### src/rtl/spi_xfer_ctrl.sv
// spi_xfer_ctrl: SPI mode-0 transfer sequencer driving a baud generator, with CS setup/hold framing.
// Optional SPI_XFER_LSB_FIRST_EN adds lsb_first_i for LSB-first shifting.
module spi_xfer_ctrl #(
    parameter int DATA_W   = 8,
    parameter int CS_CNT_W = 8
) (
    input  logic              clk_i,
    input  logic              rst_i,
    input  logic              start_i,
    input  logic [DATA_W-1:0] tx_data_i,
    input  logic [7:0]        clk_div_i,
`ifdef SPI_XFER_LSB_FIRST_EN
    input  logic              lsb_first_i,
`endif
    output logic              busy_o,
    output logic              done_o,
    output logic              err_o,
    output logic [DATA_W-1:0] rx_data_o,
    output logic              cs_n_o,
    output logic              mosi_o,
    input  logic              miso_i,
    output logic              gen_clock_en_o,
    output logic [7:0]        gen_clk_div_o,
    output logic              gen_clk_div_vld_o,
    input  logic              gen_rise_edge_i,
    input  logic              gen_fall_edge_i
);
    localparam int BW = $clog2(DATA_W + 1);
    typedef enum logic [2:0] {IDLE, SETUP, XFER, HOLD, DONE} state_e;
    state_e state_q, state_d;
    logic [DATA_W-1:0] tx_q, tx_d, rx_q, rx_d, rxo_q, rxo_d;
    logic [7:0] div_q, div_d;
    logic [CS_CNT_W-1:0] cnt_q, cnt_d;
    logic [BW-1:0] bit_q, bit_d;
    logic err_q, err_d, lsb_q, accept, half_done, last_fall, active;
    assign accept    = state_q == IDLE && start_i && clk_div_i >= 8'd2;
    assign half_done = cnt_q == CS_CNT_W'(div_q[7:1] - 7'd1);
    assign last_fall = gen_fall_edge_i && !gen_rise_edge_i && bit_q == BW'(DATA_W);
    assign active    = state_q == SETUP || state_q == XFER || state_q == HOLD;
`ifdef SPI_XFER_LSB_FIRST_EN
    always_ff @(posedge clk_i) begin
        if (rst_i) lsb_q <= 1'b0;
        else if (accept) lsb_q <= lsb_first_i;
    end
`else
    assign lsb_q = 1'b0;
`endif
    always_ff @(posedge clk_i) begin
        if (rst_i) begin
            state_q <= IDLE;
            tx_q    <= '0;
            rx_q    <= '0;
            rxo_q   <= '0;
            div_q   <= '0;
            cnt_q   <= '0;
            bit_q   <= '0;
            err_q   <= 1'b0;
        end else begin
            state_q <= state_d;
            tx_q    <= tx_d;
            rx_q    <= rx_d;
            rxo_q   <= rxo_d;
            div_q   <= div_d;
            cnt_q   <= cnt_d;
            bit_q   <= bit_d;
            err_q   <= err_d;
        end
    end
    always_comb begin
        state_d = state_q;
        case (state_q)
            IDLE:    state_d = accept ? SETUP : IDLE;
            SETUP:   state_d = half_done ? XFER : SETUP;
            XFER:    state_d = last_fall ? HOLD : XFER;
            HOLD:    state_d = half_done ? DONE : HOLD;
            default: state_d = IDLE;
        endcase
    end
    always_comb begin
        tx_d  = tx_q;
        rx_d  = rx_q;
        rxo_d = rxo_q;
        div_d = div_q;
        cnt_d = cnt_q;
        bit_d = bit_q;
        err_d = state_q == IDLE && start_i && clk_div_i < 8'd2;
        if (accept) begin
            tx_d  = tx_data_i;
            rx_d  = '0;
            div_d = {clk_div_i[7:1], 1'b0};
            cnt_d = '0;
            bit_d = '0;
        end
        if (state_q == SETUP || state_q == HOLD) cnt_d = half_done ? '0 : cnt_q + CS_CNT_W'(1);
        // rise wins if the generator ever asserts both strobes
        if (state_q == XFER && gen_rise_edge_i) begin
            rx_d  = lsb_q ? {miso_i, rx_q[DATA_W-1:1]} : {rx_q[DATA_W-2:0], miso_i};
            bit_d = bit_q + BW'(1);
        end else if (state_q == XFER && gen_fall_edge_i && bit_q != BW'(DATA_W))
            tx_d = lsb_q ? {1'b0, tx_q[DATA_W-1:1]} : {tx_q[DATA_W-2:0], 1'b0};
        if (state_q == HOLD && half_done) rxo_d = rx_q;
    end
    always_comb begin
        busy_o            = state_q != IDLE;
        done_o            = state_q == DONE;
        err_o             = err_q;
        rx_data_o         = rxo_q;
        cs_n_o            = !active;
        mosi_o            = active && (lsb_q ? tx_q[0] : tx_q[DATA_W-1]);
        gen_clock_en_o    = state_q == XFER;
        gen_clk_div_o     = div_q;
        gen_clk_div_vld_o = state_q != IDLE;
    end
endmodule

### config.mk
export PLATFORM = sky130hd
export DESIGN_NAME = spi_xfer_ctrl
export DESIGN_NICKNAME = d
export VERILOG_FILES = /design/src/rtl/spi_xfer_ctrl.sv
export SDC_FILE = /design/constraint.sdc
export NUM_CORES = 1
export LEC_CHECK = 0
export ABC_AREA = 1
export CORE_MARGIN = 2
export CORE_UTILIZATION = 45
export DETAILED_ROUTE_END_ITERATION = 16
export PLACE_DENSITY_LB_ADDON = 0.1
export SLEW_MARGIN = 20
export SYNTH_ARGS = -nofsm -noshare
export SYNTH_HDL_FRONTEND = slang
export SYNTH_SLANG_ARGS = --single-unit
### constraint.sdc
create_clock -name clk_i -period 1.5 [get_ports clk_i]
set_input_delay 0.15 -clock clk_i [delete_from_list [all_inputs] [get_ports clk_i]]
set_output_delay 0.15 -clock clk_i [all_outputs]
set_load 0.005 [all_outputs]
==> impl_metrics.csv <==
group,metric,value,unit
synth,synthMuxAreaShare,0,%
cts,cts_root_buf,"clkbuf_8",
synth,netlist_instances,355,
routing,vias,2611,
floorplan,die_w,78.7,um
routing,routedWlPerCell,12.5,um
synth,syn_area_per_cell,7.08,um^2
timing,min_period,1650,ps
layout,fin_nets,465,
critical_path,worstPathCellList,"inv_2 > ha_4 > or2_4 > nand2_4 > nor2_4 > nand3_4 > nor2_8 > buf_12 > nand4_1 > a21oi_2",
pwr,comb_power_share,26.4,%
floorplan,design.portCount,45,
synth,synthSimpleGateAreaFrac,36.5,%
routing,via_per_inst,5.10,
critical_path,path_class,"reg -> reg",
critical_path,path_buf_inv,2,
layout,regArea,961,um^2
place,place.port_buffers,42,
cts,cts_hold_buf,0,
status,status,"finished, violations left",
grt,antenna_found_initial,0,
timing,finalSetupTns,-1740,ps
critical_path,critPathCaptureType,"flip-flop",
floorplan,core_area,0.00544,mm^2
routing,ant_nets,0,
pwr,leakage,1.57,nW
min_path,hp-class,"in -> reg",
grt,grt_max_degree,24,
timing,grt_setup_unrepaired,"yes",
pwr,peakVddDrop,0.701,mV
layout,multi_input_area,0.00159,mm^2
timing,drv_slew,0,
pwr,clkPwrFrac,31.2,%
critical_path,cp.arrival,1900,ps
layout,layout.cells.most_common_list,"nand2_1 (70), buf_4 (41), clkdlybuf4s50_1 (36), dfxtp_1 (35)",
pwr,seqPwrFrac,42.4,%
layout,stdcell_area,0.00374,mm^2
layout,drive_above_1_share,33.6,%
pwr,sw_frac_of_total,30.1,%
critical_path,slowest_stage,"dfxtp_2",
synth,synth-compound-area-share,12.4,%
timing,layout_setup_ws,-148,ps
flow_run,maxCapViolations,0,
pwr,total_power,0.00311,W
timing,finalHoldViolations,0,
synth,syn_nets,381,
layout,diodes,0,
routing,drcViolationCount,0,
floorplan,num_rows,27,
cts,insertion_delay,310,ps
synth,netlist_area,0.00251,mm^2
pwr,power.switching,0.000935,W
grt,grt_first_pass_wirelength,10700,um
routing,drt_first_pass_iters,4,
critical_path,critical-path-max-stage-delay,350,ps
grt,grt_pass1_vias,2452,
cts,htreeDepth,2,
place,dp.final_hpwl,4510,um
grt,grt_usage,21.5,%
cts,clkSlewWorstSetupHoldPaths,100,ps
critical_path,crit_family,"simple AND/OR/NAND/NOR gates",
synth,synth_top_family_by_area,"simple AND/OR/NAND/NOR gates",
cts,numCtsBuffers,5,
synth,seq_area_frac_synth,37.4,%
critical_path,required,1750,ps
floorplan,start_util,46.2,%
layout,final_common_cell,"nand2_1",
floorplan,die_h,78.7,um
synth,synth_xor_area_share,2.44,%
synth,synth_adder_area_share,1.99,%
status,violations,"negative setup slack",
timing,period_share,110,%
critical_path,crit_path_max_fanout,6,
layout,num-fill-cells,469,
critical_path,startpoint_type,"flip-flop",
synth,ys_types,33,
place,dpl_cell_area,0.00334,mm^2
routing,drt_iter0_drc,106,
synth,synth_warnings,0,
cts,clockBufferDepth,2,
layout,synthToLayoutAreaGrowth,48.8,%
synth,ys_ff_latch,47,
pwr,pwr_density_cell,832,mW/mm^2
grt,grt-ovfl-total,0,
cts,tritoncts,"done",
routing,drt-total-wl,6420,um
layout,fin_util,68.8,%
floorplan,dieArea,0.00620,mm^2
timing,fmax,0.607,GHz
timing,fin_skew,6.42,ps
place,gp_congestion,0.804,
timing,final-setup-viol-count,19,
pwr,p_int,0.00218,W
cts,cts.sinks,47,
path summary, 6_finish.rpt:
path	startpoint	to	slack [ps]	cells past startpoint
min reg2reg	tx_q[0]	tx_q[0]	460	2
max reg2reg	gen_clk_div_o[2]	rx_data_o[2]	-150	10
min	tx_data_i[0]	tx_q[0]	400	3
max	gen_clk_div_o[2]	rx_data_o[2]	-150	10
tightest hold or removal path: stages:
cell	delay [ps]
clkdlybuf4s50_1	400
nand2_1	70
a21oi_1	50
Yosys cell counts, drive strengths merged:
master  number  share of area [%]
o211ai       6                1.8
ha           4                2.0
a31oi        1               0.25
dfxtp       47                 37
xor2         5                1.7
nand3       44                 10
a21oi       37                7.4
xnor2        2               0.70
a211oi       1               0.50
nand4        9                2.2
buf         10                2.5
clkbuf       6               0.90
nor2        32                7.3
inv         37                5.5
or2          1               0.25
nand2       92                 15
o21ai       12                2.5
conb         1               0.15
clkinv       1               0.15
nand3b       3                1.0
nor3         4               0.80
repair_timing:
| item | 4_1_cts | 5_1_grt |
|---|---|---|
| buffers inserted | 2 | 3 |
| setup endpoints to repair | 27 | 42 |
| pin swaps | 28 | 20 |
| cloned | 2 | 1 |
| gates resized for setup | 34 | 36 |
flip-flops by register name (all words and copies together) (netlist names):
name and cells:
tx_q 8, bit_q 4, err_o 1, rx_data_o 8, rx_q 8, cnt_q 8, state_q 3, gen_clk_div_o 7
final cells by class:
class	count	share of cell area, %
Multi-Input combinational cell	257	42.5
Sequential cell	47	25.7
Timing Repair Buffer	90	22.4
Inverter	38	3.88
Tap cell	72	2.41
Clock buffer	5	1.84
Clock inverter	3	1.24
cells by family (layout without fill, tap and decap cells):
group           Yosys count  in the layout
simple gates            185            188
compound gates           57             57
buf+inv                  54            136
flops                    47             47
xor+xnor                  7              7
fa+ha+maj                 4              4
other cells               1              1
per-stage QoR:
step / hold WS, ps / worst slack (ps) / cells
floorplan: 285 / -96.7 / 355
global placement: 441 / -116 / 496
detailed placement: 447 / -152 / 496
CTS: 396 / -137 / 508
global route: 406 / -262 / 512
finish: 403 / -148 / 512
power groups by stage:
stage	clock (W)	sequential (W)	combinational [W]
5_1_grt	0.00103	0.00133	0.000899
4_1_cts	0.000990	0.00132	0.000753
2_1_floorplan	0	0.00135	0.000400
6_report	0.000969	0.00132	0.000821
3_3_place_gp	0	0.00135	0.000694
3_5_place_dp	0	0.00135	0.000701
per-layer routing:
| metal | routed length [um] | track usage (%) | share of wire, % |
|---|---|---|---|
| met4 | 93 | 7.02 | 1.4 |
| met1 | 2950 | 26.7 | 46 |
| met5 | 0 | 0 | 0 |
| met2 | 3140 | 38.0 | 49 |
| met3 | 231 | 3.30 | 3.6 |
Power figures use the tool's default switching activity.
